File: config.mk
export PLATFORM = sky130hd
export DESIGN_NAME = csa_seq_adder
export DESIGN_NICKNAME = d
export VERILOG_FILES = /design/src/rtl/csa_pkg.sv /design/src/rtl/csa_chunk_add.sv /design/src/rtl/csa_seq_adder.sv
export SDC_FILE = /design/constraint.sdc
export NUM_CORES = 1
export LEC_CHECK = 0
export ABC_CLOCK_PERIOD_IN_PS = 3650
export CAP_MARGIN = 20
export CORE_ASPECT_RATIO = 0.75
export CORE_MARGIN = 2
export CORE_UTILIZATION = 51
export CTS_BUF_LIST = sky130_fd_sc_hd__clkbuf_16
export CTS_CLUSTER_DIAMETER = 100
export DETAILED_ROUTE_END_ITERATION = 12
export HOLD_SLACK_MARGIN = 0.05
export PLACE_DENSITY = 0.81
export SETUP_SLACK_MARGIN = 0.2
export SLEW_MARGIN = 20
export SYNTH_ARGS = -nofsm -noshare
export SYNTH_HDL_FRONTEND = slang
export SYNTH_HIERARCHICAL = 1
export SYNTH_SLANG_ARGS = --single-unit
File: constraint.sdc
create_clock -name clk -period 3.65 [get_ports clk]
set_input_delay 1.095 -clock clk [delete_from_list [all_inputs] [get_ports clk]]
set_output_delay 1.095 -clock clk [all_outputs]
set_load 0.02 [all_outputs]
File: src/rtl/csa_pkg.sv
// Shared types and constants for the sequential conditional-sum adder controller.
// The subtract feature of csa_seq_adder is enabled with the CSA_SEQ_SUB_EN macro.
package csa_pkg;

    typedef enum logic [1:0] {
        IDLE = 2'd0,
        RUN  = 2'd1,
        DONE = 2'd2
    } csa_state_e;

    localparam int DEF_OP_WIDTH = 64;
    localparam int DEF_CHUNK    = 16;

    function automatic int nchunk(input int op_w, input int ch_w);
        return op_w / ch_w;
    endfunction

endpackage

File: src/rtl/csa_chunk_add.sv
// One CHUNK-wide conditional sum adder slice: both carry-in cases are formed in
// parallel and the incoming carry picks one, so the carry only crosses a mux.
module csa_chunk_add #(
    parameter int CHUNK = 16
) (
    input  logic [CHUNK-1:0] a,
    input  logic [CHUNK-1:0] b,
    input  logic             cin,
    output logic [CHUNK-1:0] sum,
    output logic             cout,
    output logic             c_msb
);

    logic [CHUNK:0] sum0;
    logic [CHUNK:0] sum1;

    assign sum0 = {1'b0, a} + {1'b0, b};
    assign sum1 = {1'b0, a} + {1'b0, b} + (CHUNK+1)'(1);

    assign {cout, sum} = cin ? sum1 : sum0;

    // Carry into the top bit, recovered from that bit's sum and operands.
    assign c_msb = sum[CHUNK-1] ^ a[CHUNK-1] ^ b[CHUNK-1];

endmodule

File: src/rtl/csa_seq_adder.sv
// Multi-cycle wide adder: walks OP_WIDTH operands through one CHUNK-bit adder slice.
// Define CSA_SEQ_SUB_EN to add the sub port (a - b with borrow-in = cin).
module csa_seq_adder
    import csa_pkg::*;
#(
    parameter int OP_WIDTH = DEF_OP_WIDTH,
    parameter int CHUNK    = DEF_CHUNK
) (
    input  logic                clk,
    input  logic                rst_n,
    input  logic                in_valid,
    output logic                in_ready,
    input  logic [OP_WIDTH-1:0] a,
    input  logic [OP_WIDTH-1:0] b,
    input  logic                cin,
`ifdef CSA_SEQ_SUB_EN
    input  logic                sub,
`endif
    output logic                out_valid,
    input  logic                out_ready,
    output logic [OP_WIDTH-1:0] sum,
    output logic                cout,
    output logic                ovf,
    output logic                busy
);

    localparam int NCHUNK = nchunk(OP_WIDTH, CHUNK);
    localparam int IDX_W  = (NCHUNK > 1) ? $clog2(NCHUNK) : 1;
    localparam logic [IDX_W-1:0] LAST_IDX = IDX_W'(NCHUNK - 1);

    csa_state_e state, state_nxt;

    logic [IDX_W-1:0]          idx;
    logic [OP_WIDTH-1:0]       a_q;
    logic [OP_WIDTH-1:0]       b_q;
    logic [OP_WIDTH-1:0]       res_q;
    logic                      carry_q;
    logic                      cout_q;
    logic                      ovf_q;
    logic [CHUNK-1:0]          slice;
    logic                      chunk_cout;
    logic                      chunk_cmsb;
    logic                      last;
    logic [OP_WIDTH+CHUNK-1:0] res_cat;

    csa_chunk_add #(.CHUNK(CHUNK)) u_chunk (
        .a     (a_q[CHUNK-1:0]),
        .b     (b_q[CHUNK-1:0]),
        .cin   (carry_q),
        .sum   (slice),
        .cout  (chunk_cout),
        .c_msb (chunk_cmsb)
    );

    assign last    = (idx == LAST_IDX);
    // New slice enters at the top; after NCHUNK shifts slice 0 sits at the bottom.
    assign res_cat = {slice, res_q};

    always_ff @(posedge clk or negedge rst_n) begin
        if (!rst_n) begin
            state <= IDLE;
        end else begin
            state <= state_nxt;
        end
    end

    always_comb begin
        state_nxt = state;
        case (state)
            IDLE:    if (in_valid)  state_nxt = RUN;
            RUN:     if (last)      state_nxt = DONE;
            DONE:    if (out_ready) state_nxt = IDLE;
            default: state_nxt = IDLE;
        endcase
    end

    always_ff @(posedge clk or negedge rst_n) begin
        if (!rst_n) begin
            idx     <= '0;
            a_q     <= '0;
            b_q     <= '0;
            res_q   <= '0;
            carry_q <= 1'b0;
            cout_q  <= 1'b0;
            ovf_q   <= 1'b0;
        end else begin
            case (state)
                IDLE: begin
                    if (in_valid) begin
                        a_q <= a;
`ifdef CSA_SEQ_SUB_EN
                        b_q     <= sub ? ~b : b;
                        carry_q <= cin ^ sub;
`else
                        b_q     <= b;
                        carry_q <= cin;
`endif
                        idx <= '0;
                    end
                end
                RUN: begin
                    a_q     <= a_q >> CHUNK;
                    b_q     <= b_q >> CHUNK;
                    res_q   <= res_cat[OP_WIDTH+CHUNK-1:CHUNK];
                    carry_q <= chunk_cout;
                    idx     <= idx + IDX_W'(1);
                    if (last) begin
                        cout_q <= chunk_cout;
                        ovf_q  <= chunk_cmsb ^ chunk_cout;
                    end
                end
                default: ;
            endcase
        end
    end

    assign in_ready  = (state == IDLE);
    assign out_valid = (state == DONE);
    assign busy      = (state != IDLE);
    assign sum       = res_q;
    assign cout      = cout_q;
    assign ovf       = ovf_q;

endmodule

==> out/qor.csv, run 1 <==
stage,metric,value,unit
setup_path,cp_data_required_time,3.97,ns
timing,post-route-period-util,0.923,
timing,finalCriticalPeriod,3.37,ns
setup_path,critPathArrivalTime,3.69,ns
clock_tree,root_buffer,clkbuf_16,
placed_design,gp_congestion,0.864,
grt,grt_antenna_before_repair,0,
setup_path,endpoint_kind,flip-flop,
routing,first_pass_iters,6,
synthesis,synthFlopType,dfrtp_1,
routing,viasPerCell,5.97,
outcome,outcome,finished clean,
floorplanning,pin_count,202,
clock_tree,clkSinkCount,199,
synthesis,synthMuxAreaShare,0.00462,
power,p_clk_frac,0.129,
placed_design,port_buffers,201,
setup_path,slowest_stage,dfrtp_1,
synthesis,synth-xor-area-share,0.0317,
finish,stdcell_area,0.0123,mm^2
power,swShare,0.457,
finish,regArea,0.00498,mm^2
synthesis,syn-num-nets,1163,
power,p_per_area,1120,mW/mm^2
timing,rsz0062_at_grt,yes,
finish,layout-area-overhead-vs-synth,30.0,%
grt,grt_pass1_wl,41.8,mm
clock_tree,cts_tree,done,
synthesis,synth_seq_area_share,0.526,
clock_tree,hold_buffers,0,
grt,track_usage,0.270,
finish,n_antenna_cell,0,
synthesis,synth_top_family_by_area,compound AO/OA/AOI/OAI gates,
synthesis,ys_ff_latch,199,
placed_design,place_area,0.0116,mm^2
timing,slew_headroom,0.317,
run,drv_cap,0,
setup_path,cp-start-kind,flip-flop,
synthesis,synth_compound_area_frac,0.236,
routing,vias,8574,
finish,n_fill_cell,1429,
timing,tightestPinTransition,1.02,ns
power,p_total,13.8,mW
timing,finalMaxSlewViolations,0,
setup_path,path_cells,"ha_4, fa_2, a211oi_2, buf_4, o21ai_4, xnor2_2, nand3_2, nor3_4, nand3_2, nor4_4, xnor2_2, xor2_1, mux2_4",
finish,drive_above_1_share,0.0807,
floorplanning,core-area,0.0183,mm^2
synthesis,synth_area,0.00948,mm^2
clock_tree,htree_num_levels,4,
timing,hold_viol,0,
routing,wl_per_cell,18.8,um
clock_tree,cts.clk_slew.worst_paths,0.08,ns
floorplanning,die_height,122,um
finish,nets,1329,
power,p_switching,6.29,mW
power,vdd_ir_drop_max,701,uV
routing,finalWirelength,27.0,mm
synthesis,synth_warnings,6,
hold_path,min_path_type,reg2reg,
floorplanning,initial_core_util,0.516,
power,power_frac_seq,0.303,
setup_path,reg2reg_slack,0.28,ns
synthesis,synth.distinct_cells,62,
power,combPwrFrac,0.568,
timing,setup_viol,0,
synthesis,synthArstFlopShare,1.00,
timing,skew,0.0113,ns
setup_path,crit_fanout,4,
synthesis,synth_simple_gate_area_share,0.132,
clock_tree,clockBufferDepth,2,
routing,drc,0,
floorplanning,die_w,161,um
floorplanning,rows,43,
clock_tree,cts_buffers,17,
routing,drt_iter0_markers,872,
placed_design,post-dp-hpwl,18.3,mm
grt,grt_pass1_vias,7819,
synthesis,synthCells,1011,
setup_path,crit_type,reg2reg,
clock_tree,insertion_delay,0.44,ns
power,power.internal,7.48,mW
grt,grt-ovfl-total,0,
routing,ant_nets,0,
timing,max_freq,297,MHz
power,total_leakage_power,5.33,nW
synthesis,syn_avg_cell_area,9.37,um^2
synthesis,synth-edff-count,0,
grt,grt_max_degree,94,
setup_path,cp_slowest_stage_delay,0.42,ns
floorplanning,dieArea,0.0197,mm^2
timing,finalSetupTns,0,ns
synthesis,synthAdderAreaFrac,0.0259,
finish,multi_input_area,0.00420,mm^2
what timing repair did:
| action | CTS | global route |
|---|---|---|
| setup buffers | 1 | 10 |
| setup endpoints to repair | 1 | 1 |
| resized for setup | 4 | 15 |
| endpoints found under the hold margin | 0 | 0 |
| pin swaps | 0 | 15 |
sequential cells by signal (all words and copies together), names as in the netlist:
signal and cells:
ovf 1, state 2, a_q 64, b_q 64, carry_q 1, sum 64
idx 2, cout 1
cell type report:
type	instances	area share
flip-flops and latches	199	0.404
multi-input cells	722	0.341
repair buffers	228	0.183
clock buffers	17	0.0345
well taps	247	0.0251
clock inverters	15	0.00985
inverters	9	0.00274
cells by family after synthesis:
logic type               Yosys count
AO/OA/AOI/OAI                    365
XOR/XNOR                          31
adder cells (fa/ha/maj)           19
buffers and inverters             90
flip-flops                       199
multiplexers                       4
AND/OR/NAND/NOR                  303
cell usage in the layout, fill, tap and decap left out, types with 7 or more instances in the layout:
cell type        synthesis  layout
nand2_1                228     227
clkdlybuf4s50_1          0     199
dfrtp_1                199     199
xnor2_1                 17      16
ha_1                    18      17
o22ai_1                157     157
a21oi_1                106     106
buf_4                   13      24
o21ai_0                 46      46
nor2_1                  39      38
a22o_1                  12      12
clkbuf_16                0      17
xor2_1                  11      10
inv_1                    9       7
final timing paths:
check | from | to | cells past startpoint
min reg2reg | sum[7]$_DFFE_PN0P_ | sum[7]$_DFFE_PN0P_ | 2
min in group asynchronous | rst_n | a_q[24]$_DFFE_PN0P_ | 1
max reg2reg | b_q[0]$_DFFE_PN0P_ | ovf$_DFFE_PN0P_ | 13
min | sum[7]$_DFFE_PN0P_ | sum[7]$_DFFE_PN0P_ | 2
max in group asynchronous | rst_n | a_q[62]$_DFFE_PN0P_ | 2
max | b_q[0]$_DFFE_PN0P_ | ovf$_DFFE_PN0P_ | 13
through the flow:
step / setup WS (ns) / instances / hold slack, ns / util
3_3_place_gp: 0.124 / 1394 / 0.458 / 0.631
5_1_grt: 0.165 / 1437 / 0.501 / 0.671
4_1_cts: 0.240 / 1427 / 0.481 / 0.662
3_5_place_dp: 0.0713 / 1394 / 0.463 / 0.631
6_report: 0.280 / 1437 / 0.475 / 0.671
2_1_floorplan: 0.297 / 1011 / 0.466 / -
per-layer routing:
metal,wire (um),track usage,part of all wire,vias to the layer above
li1,-,-,-,3990
met4,636,0.0882,0.024,0
met3,2260,0.0688,0.084,43
met1,12000,0.394,0.45,4144
met2,12100,0.395,0.45,397
met5,0,0,0,-
Yosys cell counts (all sizes together) (3+ instances only):
cell / instances / area share
o21ai: 49 / 0.026
nor2: 40 / 0.016
ha: 18 / 0.024
and3: 3 / 0.0020
a21oi: 107 / 0.057
a21o: 6 / 0.0048
nand3b: 5 / 0.0040
o221a: 5 / 0.0059
nand3: 7 / 0.0042
clkbuf: 31 / 0.012
nand2b: 4 / 0.0026
nor3: 5 / 0.0038
a211oi: 3 / 0.0029
mux2: 3 / 0.0036
xor2: 12 / 0.012
buf: 50 / 0.029
o22ai: 157 / 0.10
dfrtp: 199 / 0.53
o21bai: 4 / 0.0032
xnor2: 18 / 0.017
o211ai: 4 / 0.0032
nand2: 229 / 0.091
a22o: 12 / 0.011
inv: 9 / 0.0036
power groups by stage:
stage	combinational (mW)	clock, mW	sequential [mW]
after floorplan	4.90	0	4.29
after global placement	7.09	0	4.14
after detailed placement	7.25	0	4.17
after CTS	7.36	1.79	4.14
after global routing	8.50	1.89	4.28
final	7.82	1.78	4.17
worst max-delay path: cells and delay by family (launching register included):
family | cells | cell delay (ns)
AND/OR/NAND/NOR | 4 | 0.88
multiplexers | 1 | 0.27
AO/OA/AOI/OAI | 2 | 0.37
adder cells (fa/ha/maj) | 2 | 0.61
flip-flops | 1 | 0.42
XOR/XNOR | 3 | 0.54
buffers and inverters | 1 | 0.16
No activity file was read; power rests on OpenSTA's default activity.
==> inputs of run 2 (changes only) <==
--- a/config.mk
+++ b/config.mk
@@ -5,16 +5,18 @@
 export SDC_FILE = /design/constraint.sdc
 export NUM_CORES = 1
 export LEC_CHECK = 0
+export ABC_AREA = 1
 export ABC_CLOCK_PERIOD_IN_PS = 3650
 export CAP_MARGIN = 20
 export CORE_ASPECT_RATIO = 0.75
 export CORE_MARGIN = 2
-export CORE_UTILIZATION = 51
+export CORE_UTILIZATION = 53
 export CTS_BUF_LIST = sky130_fd_sc_hd__clkbuf_16
 export CTS_CLUSTER_DIAMETER = 100
 export DETAILED_ROUTE_END_ITERATION = 12
 export HOLD_SLACK_MARGIN = 0.05
-export PLACE_DENSITY = 0.81
+export MAX_ROUTING_LAYER = met4
+export PLACE_DENSITY_LB_ADDON = 0.08
 export SETUP_SLACK_MARGIN = 0.2
 export SLEW_MARGIN = 20
 export SYNTH_ARGS = -nofsm -noshare
==> out/qor.csv, run 2 <==
stage,metric,value,unit,change
floorplanning,die_w,168,um,was 161 um
finish,n_antenna_cell,0,,unchanged
floorplanning,rows,45,,was 43
placed_design,port_buffers,201,,unchanged
synthesis,synthFlopType,dfrtp_1,,unchanged
clock_tree,post_cts_resize_count,0,,was 4
routing,vias,9640,,was 8574
synthesis,synth_area_leaders,"dfrtp_1 (46%), nand2_1 (17%), nand3_1 (12%)",,"was dfrtp_1 (53%), o22ai_1 (10%), nand2_1 (9.0%)"
finish,mostFrequentLayoutCell,nand2_1,,unchanged
hold_path,min_path_type,reg2reg,,unchanged
synthesis,syn_avg_cell_area,7.22,um^2,was 9.37 um^2
clock_tree,clockBufferDepth,2,,unchanged
synthesis,synthCells,1487,,was 1011
synthesis,synth_seq_area_share,0.464,,was 0.526
routing,first_pass_iters,5,,was 6
timing,skew,0.00910,ns,was 0.0113 ns
timing,setup_viol,0,,unchanged
timing,rsz0062_at_grt,no,,was yes
synthesis,synth_compound_area_frac,0.0538,,was 0.236
synthesis,synth_warnings,6,,unchanged
finish,fin_util,0.672,,was 0.671
clock_tree,root_buffer,clkbuf_16,,unchanged
power,total_leakage_power,7.19,nW,was 5.33 nW
synthesis,synth_common_cells,"nand2_1 (475), inv_1 (282), nand3_1 (251)",,"was nand2_1 (228), dfrtp_1 (199), o22ai_1 (157)"
timing,max_freq,317,MHz,was 297 MHz
routing,drt_iter0_markers,896,,was 872
synthesis,synth_simple_gate_area_share,0.309,,was 0.132
floorplanning,die_height,127,um,was 122 um
synthesis,synth.top_cell.area_share,0.464,,was 0.526
timing,finalMaxSlewViolations,0,,unchanged
power,vdd_ir_drop_max,947,uV,was 701 uV
synthesis,synth.distinct_cells,34,,was 62
setup_path,cp_data_required_time,2.55,ns,was 3.97 ns
clock_tree,cts.clk_slew.worst_paths,0.07,ns,was 0.08 ns
grt,grt-ovfl-total,0,,unchanged
finish,drive_above_1_share,0.0399,,was 0.0807
clock_tree,cts_tree,done,,unchanged
synthesis,synth_area,0.0107,mm^2,was 0.00948 mm^2
floorplanning,initial_core_util,0.536,,was 0.516
routing,ant_nets,0,,unchanged
synthesis,synthArstFlopShare,1.00,,unchanged
clock_tree,htree_num_levels,4,,unchanged
floorplanning,pin_count,202,,unchanged
grt,track_usage,0.267,,was 0.270
timing,hold_viol,0,,unchanged
setup_path,endpoint_kind,output pin,,was flip-flop
finish,nets,1796,,was 1329
setup_path,cp-start-kind,flip-flop,,unchanged
timing,finalSetupTns,0,ns,unchanged
placed_design,post-dp-hpwl,18.9,mm,was 18.3 mm
routing,finalWirelength,27.1,mm,was 27.0 mm
routing,wl_per_cell,14.2,um,was 18.8 um
synthesis,synth_top_family_by_area,simple AND/OR/NAND/NOR gates,,was compound AO/OA/AOI/OAI gates
power,p_per_area,995,mW/mm^2,was 1120 mW/mm^2
placed_design,gp_congestion,0.872,,was 0.864
clock_tree,postCtsSetupBuffers,0,,was 1
synthesis,syn-num-nets,1639,,was 1163
clock_tree,hold_buffers,0,,unchanged
setup_path,crit_type,reg2out,,was reg2reg
clock_tree,clkSinkCount,199,,unchanged
clock_tree,cts_buffers,17,,unchanged
power,p_total,13.4,mW,was 13.8 mW
floorplanning,core-area,0.0200,mm^2,was 0.0183 mm^2
routing,viasPerCell,5.04,,was 5.97
run,drv_cap,0,,unchanged
synthesis,yosysMostFrequentCell,nand2_1,,unchanged
timing,tightestPinTransition,1.14,ns,was 1.02 ns
synthesis,synth_area_leader_cell,dfrtp_1,,unchanged
floorplanning,dieArea,0.0214,mm^2,was 0.0197 mm^2
grt,grt_pass1_wl,44.7,mm,was 41.8 mm
setup_path,crit_fanout,16,,was 4
grt,grt_max_degree,262,,was 94
routing,drc,0,,unchanged
synthesis,synthAdderAreaFrac,0.0228,,was 0.0259
finish,layout-area-overhead-vs-synth,25.5,%,was 30.0%
grt,grt_pass1_vias,8979,,was 7819
outcome,outcome,finished clean,,unchanged
timing,slew_headroom,0.239,,was 0.317
grt,grt_antenna_before_repair,0,,unchanged
clock_tree,insertion_delay,0.43,ns,was 0.44 ns
setup_path,critPathArrivalTime,2.06,ns,was 3.69 ns
timing,finalCriticalPeriod,3.16,ns,was 3.37 ns
synthesis,synthMuxAreaShare,0.00105,,was 0.00462
timing,post-route-period-util,0.865,,was 0.923
finish,final_cell_mix,"nand2_1 (475), inv_1 (282), nand3_1 (251)",,"was nand2_1 (227), dfrtp_1 (199), clkdlybuf4s50_1 (199)"
synthesis,synth-edff-count,0,,unchanged
synthesis,synth-xor-area-share,0.0137,,was 0.0317
synthesis,ys_ff_latch,199,,unchanged
## run 2: cell count changes after synthesis, moves of 12 or more
cell / previous run / this run
nand2_1: 228 / 475
a22o_1: 12 / 0
nand3_1: 6 / 251
o21ai_0: 46 / 96
o22ai_1: 157 / 0
inv_1: 9 / 282
a21oi_1: 106 / 11
nor2_1: 39 / 27
## run 2: metrics by stage
stage / area (um^2) / setup slack, ns / instances / hold slack (ns)
final: 13500 / 0.491 / 1914 / 0.488
after global routing: 13500 / 0.437 / 1914 / 0.505
after CTS: 13500 / 0.479 / 1914 / 0.488
after detailed placement: 12900 / 0.701 / 1883 / 0.469
after global placement: 12900 / 0.800 / 1883 / 0.462
after floorplan: 10700 / 1.03 / 1487 / 0.450
## run 2: per-layer routing
metal	share of wire	track usage	up-vias	wire length, um
li1	-	-	4882	-
met1	0.48	0.379	4447	13000
met2	0.45	0.404	286	12300
met3	0.056	0.0443	25	1510
met4	0.012	0.0659	0	332
met5	0	-	-	0
## run 2: kinds of logic after synthesis
kind of cell / Yosys count
AND/OR/NAND/NOR: 779
multiplexers: 1
flip-flops: 199
AO/OA/AOI/OAI: 113
adder cells (fa/ha/maj): 19
buffers and inverters: 360
XOR/XNOR: 16
## run 2: power breakdown
group	internal (mW)	switching (mW)	total [mW]
clock network	0.976	0.919	1.89
registers	3.25	0.615	3.87
logic	2.78	4.86	7.65
## run 2: cell type report
cell class,count,area [um^2]
Tap cell,258,323
Sequential cell,199,4980
Inverter,283,1060
Multi-Input combinational cell,928,4330
Clock inverter,14,158
Timing Repair Buffer,215,2200
Clock buffer,17,425
Fill cell,1759,6570
## run 2: final timing paths
path | from | to | slack (ns) | cells past startpoint
hold reg to reg | sum[14]$_DFFE_PN0P_ | sum[14]$_DFFE_PN0P_ | 0.49 | 2
setup / recovery | state[0]$_DFFE_PN0P_ | in_ready | 0.49 | 3
setup reg to reg | b_q[0]$_DFFE_PN0P_ | carry_q$_DFFE_PN0P_ | 0.69 | 18
min in group asynchronous | rst_n | sum[21]$_DFFE_PN0P_ | 0.67 | 1
hold / removal | sum[14]$_DFFE_PN0P_ | sum[14]$_DFFE_PN0P_ | 0.49 | 2
max in group asynchronous | rst_n | a_q[41]$_DFFE_PN0P_ | 2.21 | 2
## run 2: worst max-delay path, stage by stage (launching register included)
cell and delay [ns]:
dfrtp_4 0.49, nor2_2 0.27, buf_4 0.25, clkdlybuf4s50_1 0.63
